[src/rtl/collision_event_scheduler.sv]
// Collects per-frame collision flags, merges them into a pending set at start of frame,
// and issues one event per handshake in fixed priority; stops after game over until restart.
module collision_event_scheduler #(
  parameter int NUM_EV = 6,
  parameter int ID_W   = 3,
  parameter int DROP_W = 8
) (
  input  logic              clk,
  input  logic              resetN,
  input  logic              startOfFrame,
  input  logic              restart,
  input  logic              gameover,
  input  logic              collision_bomb_player,
  input  logic              collision_aliens_missile,
  input  logic              collision_ship_missile,
  input  logic              collision_shields_missile,
  input  logic              collision_shields_bomb,
  output logic              event_valid,
  input  logic              event_ready,
  output logic [ID_W-1:0]   event_id,
  output logic [NUM_EV-1:0] pending_mask,
  output logic [DROP_W-1:0] drop_count,
  output logic              game_halted
);

  localparam logic [1:0] S_IDLE  = 2'd0;
  localparam logic [1:0] S_ISSUE = 2'd1;
  localparam logic [1:0] S_HALT  = 2'd2;

  localparam int CNT_W = $clog2(NUM_EV + 1);
  localparam int SUM_W = ((DROP_W > CNT_W) ? DROP_W : CNT_W) + 1;
  localparam logic [SUM_W-1:0] DROP_MAX = (SUM_W'(1) << DROP_W) - SUM_W'(1);

  function automatic logic [ID_W-1:0] lowest_idx(input logic [NUM_EV-1:0] m);
    lowest_idx = '0;
    for (int i = NUM_EV - 1; i >= 0; i--)
      if (m[i]) lowest_idx = ID_W'(i);
  endfunction

  function automatic logic [CNT_W-1:0] popcount(input logic [NUM_EV-1:0] m);
    popcount = '0;
    for (int i = 0; i < NUM_EV; i++)
      popcount = popcount + CNT_W'(m[i]);
  endfunction

  function automatic logic [DROP_W-1:0] sat_add(input logic [DROP_W-1:0] a,
                                                input logic [CNT_W-1:0]  b);
    logic [SUM_W-1:0] sum;
    sum = SUM_W'(a) + SUM_W'(b);
    if (sum > DROP_MAX) sat_add = {DROP_W{1'b1}};
    else                sat_add = sum[DROP_W-1:0];
  endfunction

  logic [1:0]        state_q, state_d;
  logic [NUM_EV-1:0] capture_q, capture_d;
  logic [NUM_EV-1:0] pending_q, pending_d;
  logic [DROP_W-1:0] drop_q, drop_d;
  logic [ID_W-1:0]   event_id_q, event_id_d;

  logic [NUM_EV-1:0] ev_in;
  logic [NUM_EV-1:0] ack_mask;
  logic [NUM_EV-1:0] pend_kept;
  logic              handshake;

  assign ev_in = {collision_shields_bomb, collision_shields_missile, collision_ship_missile,
                  collision_aliens_missile, collision_bomb_player, gameover};

  always_comb begin
    handshake  = (state_q == S_ISSUE) && event_ready;
    ack_mask   = handshake ? (NUM_EV'(1) << event_id_q) : '0;
    pend_kept  = pending_q & ~ack_mask;
    state_d    = state_q;
    capture_d  = capture_q;
    pending_d  = pending_q;
    drop_d     = drop_q;
    event_id_d = event_id_q;

    if (restart) begin
      state_d    = S_IDLE;
      capture_d  = '0;
      pending_d  = '0;
      drop_d     = '0;
      event_id_d = '0;
    end else if (state_q == S_HALT) begin
      capture_d = '0;
    end else begin
      // On SOF the finished frame moves to pending; same-cycle hits start the new frame.
      capture_d = startOfFrame ? ev_in : (capture_q | ev_in);
      pending_d = startOfFrame ? (pend_kept | capture_q) : pend_kept;
      if (startOfFrame)
        drop_d = sat_add(drop_q, popcount(pend_kept & capture_q));

      case (state_q)
        S_IDLE: begin
          if (pending_d != '0) begin
            state_d    = S_ISSUE;
            event_id_d = lowest_idx(pending_d);
          end
        end
        S_ISSUE: begin
          if (handshake) begin
            if (event_id_q == '0) begin
              state_d   = S_HALT;
              capture_d = '0;
            end else if (pending_d != '0) begin
              event_id_d = lowest_idx(pending_d);
            end else begin
              state_d = S_IDLE;
            end
          end
        end
        default: state_d = S_IDLE;
      endcase
    end
  end

  always_ff @(posedge clk or negedge resetN) begin
    if (!resetN) begin
      state_q    <= S_IDLE;
      capture_q  <= '0;
      pending_q  <= '0;
      drop_q     <= '0;
      event_id_q <= '0;
    end else begin
      state_q    <= state_d;
      capture_q  <= capture_d;
      pending_q  <= pending_d;
      drop_q     <= drop_d;
      event_id_q <= event_id_d;
    end
  end

  assign event_valid  = (state_q == S_ISSUE);
  assign event_id     = event_id_q;
  assign pending_mask = pending_q;
  assign drop_count   = drop_q;
  assign game_halted  = (state_q == S_HALT);

endmodule
[config.mk]
export PLATFORM = sky130hd
export DESIGN_NAME = collision_event_scheduler
export DESIGN_NICKNAME = d
export VERILOG_FILES = /design/src/rtl/collision_event_scheduler.sv
export SDC_FILE = /design/constraint.sdc
export NUM_CORES = 1
export LEC_CHECK = 0
export ABC_AREA = 1
export BUFFER_PORTS_ARGS = -buffer_cell sky130_fd_sc_hd__buf_4
export CELL_PAD_IN_SITES_DETAIL_PLACEMENT = 0
export CELL_PAD_IN_SITES_GLOBAL_PLACEMENT = 1
export CORE_MARGIN = 8
export CORE_UTILIZATION = 43
export CTS_CLUSTER_DIAMETER = 80
export DETAILED_ROUTE_END_ITERATION = 8
export PLACE_DENSITY_LB_ADDON = 0.1
export SYNTH_ARGS = -nofsm -noshare
export SYNTH_HDL_FRONTEND = slang
export SYNTH_SLANG_ARGS = --single-unit
[constraint.sdc]
create_clock -name clk -period 7.45 [get_ports clk]
set_input_delay 0.745 -clock clk [delete_from_list [all_inputs] [get_ports clk]]
set_output_delay 0.745 -clock clk [all_outputs]
set_load 0.005 [all_outputs]
==> results.txt, run 1 <==
Die X = 77.3 um
Netlist cell types = 24
Post-layout instance area = 0.00194 mm^2
Final Hold Viols = 0
Synth Net Count = 234
Maximum clock frequency = 271 MHz
Grt ovf = 0
Post-CTS sizing = 0
Total Wirelength = 3780 um
Critical path's largest stage delay = 0.51 ns
Pleak = 1.03 nW
Buf/Inv on CP = 1
DRC Markers = 0
Max Slew Vio Count = 0
Total power = 0.000511 W
CP Capture Type = register
GP Congestion = 0.831
Shortest period the worst path allows = 3.69 ns
Final ANT Viol Nets = 0
Die ar. = 0.00598 mm^2
Worst slack, placed = 3.48 ns
Arr. time, crit path = 3.82 ns
Fillcell total = 386
Post-synthesis sequential area ratio = 38.7%
Hold buffers post-CTS = 0
Area of the multi-input gates = 871 um^2
Avg WL per Cell = 12.7 um
Worst-margin pin slew = 0.709 ns
Row cnt = 22
Antenna diodes = 0
Die Span Y = 77.3 um
CTS clk-pin slew, worst paths = 0.09 ns
Initial Utilization = 44.5%
Main area contributors after synthesis = dfrtp_1, nand2_1, nor2_1, inv_1, fa_1
RSZ-0062 raised after global routing = no
Post-synth top area cell = dfrtp_1
Antenna violations before repair = 0
Layout cells sized above 1 = 21.3%
Clk_lat worst skew = 0.27 ns
Worst endpoint required time = 7.58 ns
First-pass GRT wire length = 6560 um
CTS Buffer Depth = 2
Cell mode on critical path = fa_1
Inserted Clock Buffers = 3
I/O pins = 30
Placed cell area = 0.00189 mm^2
CTS tree = yes
Final worst slack = 3.76 ns
#FFs+latches synth = 25
Setup_tns = 0 ns
Layout net count = 268
Layout Cells excl Fill = 297
HP Class = input pin to asynchronous set/reset pin
Final setup fails = 0
Syn avg cell area = 7.48 um^2
Slowest cell on the critical path = fa_1
Synth Instances = 216
Kind of cell adding the most delay to the critical path = adder cells
Top-area cell type share of the netlist area = 38.7%
CP max FO = 7
Status = complete, no violations
Worst Clk Skew = 0.00348 ns
Core Region = 0.00363 mm^2
Post-synthesis cell area = 0.00162 mm^2
Htree depth = 1
Post-route clock period utilization = 49.5%
CTS Sinks = 25
Worst-path cell chain = nor2_1 -> nand2_2 -> o21ai_2 -> nor2_1 -> fa_1 -> fa_1 -> fa_1 -> fa_1 -> nand2_1 -> a21oi_1 -> nand4_1 -> nor2_1 -> inv_1 -> nand2_1 -> nand2_1 -> o21ai_0
Total GRT Usage = 13.1%
Vias in the first global route = 1463
I/O Buffers = 29
Largest net degree at the start of global routing = 26
Pre-Repair DR Iteration Count = 4
Yosys Warn Count = 0
CTS Root Cell = clkbuf_8
Setup Crit Path Kind = register to register
Slew margin rel. = 52.2%
PwrDens = 263 mW/mm^2
Placed cell count = 293
Worst setup SP type = register
Layout Area Growth over Synthesis = 20.0%
Post-detail-place hpwl = 3080 um
Vias = 1447
Post-CTS Repair Setup Buffers = 0
Reg area = 626 um^2
Max-Cap Viols = 0
Average vias per placed instance = 4.87
VDD IR max = 0.000133 V
Detailed Route Iter0 Violations = 33
## layer usage
layer	track usage (%)	share of wire (%)
met5	0	0
met4	3.96	1.5
met3	3.15	4.8
met2	22.2	47
met1	16.1	47
## cell usage after synthesis
master,n
dfrtp_1,25
o22ai_1,2
ha_1,3
fa_1,4
nand2_2,5
o21ai_2,4
nor2_1,35
inv_1,31
o21ai_0,13
nand3_4,2
a31oi_1,2
nand4_2,1
nand3_2,1
inv_2,1
nand4_1,4
a21oi_1,10
o31ai_1,1
nor2_2,2
or2_2,1
o21ai_1,1
nand2_1,55
nand3_1,7
xor2_1,3
nor2_4,3
## placed cells by master, fill, tap and decap left out, types with 4 or more instances in the layout
cell     instances
a21oi_1         10
buf_4           29
dfrtp_1         25
fa_1             4
inv_1           31
nand2_1         55
nand2_2          5
nand3_1          7
nand4_1          4
nor2_1          35
o21ai_0         13
o21ai_2          4
## kinds of logic after synthesis
family          after synthesis  share of synthesized area, %
compound gates               33                          11.6
xor+xnor                      3                          1.63
fa+ha+maj                     7                          7.28
buf+inv                      32                          7.43
flops                        25                          38.7
simple gates                116                          33.4
## sequential cells by signal, indices dropped and copies added, names as in the netlist
name and count:
capture_q 6, state_q 2, pending_mask 6, event_id 3
drop_count 8
## worst paths after layout
kind	from	to	slack [ns]	cells after the start
max in group asynchronous	resetN	pending_mask[3]	6.83	1
setup reg to reg	event_id[0]	drop_count[7]	3.76	16
min in group clk	drop_count[1]	drop_count[1]	0.53	2
setup / recovery	event_id[0]	drop_count[7]	3.76	16
hold reg to reg	drop_count[1]	drop_count[1]	0.53	2
hold / removal	resetN	drop_count[2]	0.36	1
## worst register-to-register path: stages (launching register included)
cell     delay, ns
dfrtp_1       0.46
nor2_1        0.19
nand2_2       0.13
o21ai_2       0.17
nor2_1        0.08
fa_1          0.48
fa_1          0.51
fa_1          0.48
fa_1          0.39
nand2_1       0.09
a21oi_1       0.11
nand4_1       0.11
nor2_1        0.09
inv_1         0.10
nand2_1       0.06
nand2_1       0.05
o21ai_0       0.08
## area by class of cell
type | count | share of cell area, %
clock buffer | 3 | 2.13
clock inverter | 1 | 0.258
inverter | 32 | 6.19
multi-input combinational | 159 | 44.9
sequential | 25 | 32.2
tap | 48 | 3.09
timing repair buffer | 29 | 11.2
## through the flow
stage	hold WS, ns	util (%)
final	0.362	53.4
after global routing	0.381	53.4
after CTS	0.366	53.4
after detailed placement	0.506	52.1
after global placement	0.499	52.1
after floorplan	0.449	-
## power by group
part	switching, W	internal, W	leakage (nW)
sequential	0.0000311	0.000163	0.337
clock	0.0000441	0.0000375	0.0255
combinational	0.000145	0.0000895	0.666
total	0.000221	0.000290	1.03
Power figures use the tool's default switching activity.
==> run 2: changes to the inputs <==
- CORE_UTILIZATION: 43 -> 36
- clock period: 7.45 -> 3.1 ns (I/O delays scaled with it)
==> run 2 against run 1 <==
Net effect: the flow now finishes with violations (negative setup slack); clock skew is 0.00059 ns higher; global-route usage is 0.40 points lower; first-iteration DRC count is 110% higher; critical endpoint unchanged.
==> results.txt, run 2 (same netlist as run 1, synthesis figures left out) <==
Setup Crit Path Kind = register to register
Status = complete, but fails checks
Final setup fails = 8 (+8)
Worst slack, placed = -0.229 ns (-3.70 ns)
Sequential power share = 32.9% (-5.2 points)
Worst-margin pin slew = 0.733 ns (+0.0237 ns)
PwrDens = 650 mW/mm^2 (+150%)
CTS clk-pin slew, worst paths = 0.09 ns (about the same)
Post-detail-place hpwl = 3430 um (+11%)
Grt ovf = 0 (unchanged)
Setup_tns = -0.917 ns (-0.917 ns)
Shortest period the worst path allows = 3.25 ns (-0.434 ns)
Clock network fraction of total power = 14.5% (-1.5 points)
CP max FO = 5 (-2)
CTS Root Cell = clkbuf_8
Htree depth = 1 (unchanged)
Final worst slack = -0.154 ns (-3.92 ns)
DRC Markers = 0 (unchanged)
Largest net degree at the start of global routing = 26 (unchanged)
CTS Buffer Depth = 2 (unchanged)
Max-Cap Viols = 0 (unchanged)
First-pass GRT wire length = 7400 um (+13%)
Core Region = 0.00435 mm^2 (+20%)
Layout net count = 284 (+6.0%)
Slew margin rel. = 50.6% (-1.6 points)
Layout Area Growth over Synthesis = 29.6%
Initial Utilization = 37.1% (-7.4 points)
Average vias per placed instance = 4.77 (-2.0%)
Largest register FFs = 8 (unchanged)
I/O Buffers = 29 (unchanged)
Worst Reg2Reg Path Length in Cells = 16 (unchanged)
Row cnt = 24 (+9.1%)
Antenna diodes = 0 (unchanged)
Post-route clock period utilization = 105% (+55 points)
CP Capture Type = register
Arr. time, crit path = 3.39 ns (-0.43 ns)
Failing checks = negative setup slack
HP Class = input pin to register
Avg WL per Cell = 13.3 um (+4.0%)
Die X = 83.0 um (+7.4%)
Most common cell after layout, fill and taps aside = nand2_1
VDD IR max = 0.000270 V (+100%)
Maximum clock frequency = 307 MHz (+13%)
Inserted Clock Buffers = 3 (unchanged)
Worst endpoint required time = 3.23 ns (-4.35 ns)
Pleak = 1.10 nW (+7.3%)
Most frequent cells in the layout = nand2_1, buf_4, nor2_1
I/O pins = 30 (unchanged)
Sw Share = 41.8% (-1.4 points)
Placed cell count = 307 (+4.8%)
Layout Cells excl Fill = 317 (+6.7%)
Die ar. = 0.00689 mm^2 (+15%)
Total GRT Usage = 12.7% (-0.40 points)
Antenna violations before repair = 0 (unchanged)
Max Slew Vio Count = 0 (unchanged)
CTS tree = yes
Final Hold Viols = 0 (unchanged)
Worst hold stages = 3
Worst Clk Skew = 0.00408 ns (+0.000591 ns)
Sw Pwr = 0.000569 W (+160%)
Clk_lat worst skew = 0.27 ns (about the same)
Detailed Route Iter0 Violations = 70 (+110%)
RSZ-0062 raised after global routing = yes
GP Congestion = 0.848 (+2.2%)
Pre-Repair DR Iteration Count = 4 (unchanged)
Total power = 0.00136 W (+170%)
Vias in the first global route = 1628 (+11%)
Layout cells sized above 1 = 29.1% (+7.8 points)
Worst setup SP type = register
Internal power = 0.000793 W (+170%)
CTS Sinks = 25 (unchanged)
Power share of the combinational group = 52.7% (+6.7 points)
Final ANT Viol Nets = 0 (unchanged)
Die Span Y = 83.0 um (+7.4%)
Vias = 1513 (+4.6%)
Total Wirelength = 4200 um (+11%)
-- run 2: final timing paths --
kind / start / end / slack, ns
min in group asynchronous: resetN / pending_mask[3] / 0.48
setup reg to reg: event_id[2] / drop_count[7] / -0.15
max in group asynchronous: resetN / drop_count[7] / 2.36
hold reg to reg: pending_mask[5] / pending_mask[5] / 0.52
setup / recovery: event_id[2] / drop_count[7] / -0.15
hold / removal: gameover / capture_q[0] / 0.26
-- run 2: layout make-up --
cell class,instances,area (um^2)
inverter,32,120
timing repair buffer,45,340
clock buffer,3,41.3
clock inverter,1,5.00
sequential,25,626
multi-input combinational,159,897
fill,458,2260
tap,52,65.1
-- run 2: critical path, cell delays in order, from the launching register on --
cell and delay, ns:
dfrtp_1 0.39, nor2_2 0.15, nand2_2 0.09, o21ai_4 0.14, nor2_2 0.06, fa_1 0.52
fa_1 0.44, fa_2 0.37, fa_2 0.35, nand2_2 0.08, a21oi_2 0.07, nand4_1 0.13
nor2_2 0.08, inv_2 0.07, nand2_1 0.05, nand2_1 0.05, o21ai_0 0.07
-- run 2: power groups by stage --
stage          sequential (W)  clock, W  combinational (W)
3_3_place_gp         0.000454         0           0.000687
5_1_grt              0.000457  0.000221           0.000810
2_1_floorplan        0.000463         0           0.000391
3_5_place_dp         0.000455         0           0.000685
4_1_cts              0.000448  0.000209           0.000709
6_report             0.000448  0.000197           0.000717
-- run 2: what timing repair did --
item,CTS,global route
buffers inserted,2,3
hold buffers,1,0
pin swaps,1,3
endpoints found under the hold margin,25,0
resized for setup,2,2
endpoints found under the setup margin,8,8
-- run 2: stage by stage --
stage	hold WS (ns)	utilization, %	cell area, um^2
2_1_floorplan	0.0144	-	1630
3_3_place_gp	0.241	45.7	1990
3_5_place_dp	0.243	45.7	1990
4_1_cts	0.261	47.4	2060
5_1_grt	0.270	48.1	2090
6_report	0.264	48.1	2090
-- run 2: metal layers --
layer  routed length, um  up-vias  GRT usage, %  part of all wire, %
li1                    -      786             -                    -
met1                1880      697          14.5                   45
met2                2120       26          22.8                   51
met3                 158        4          3.13                  3.8
met4                  40        0          3.35                 0.95
met5                   0        -             0                    0
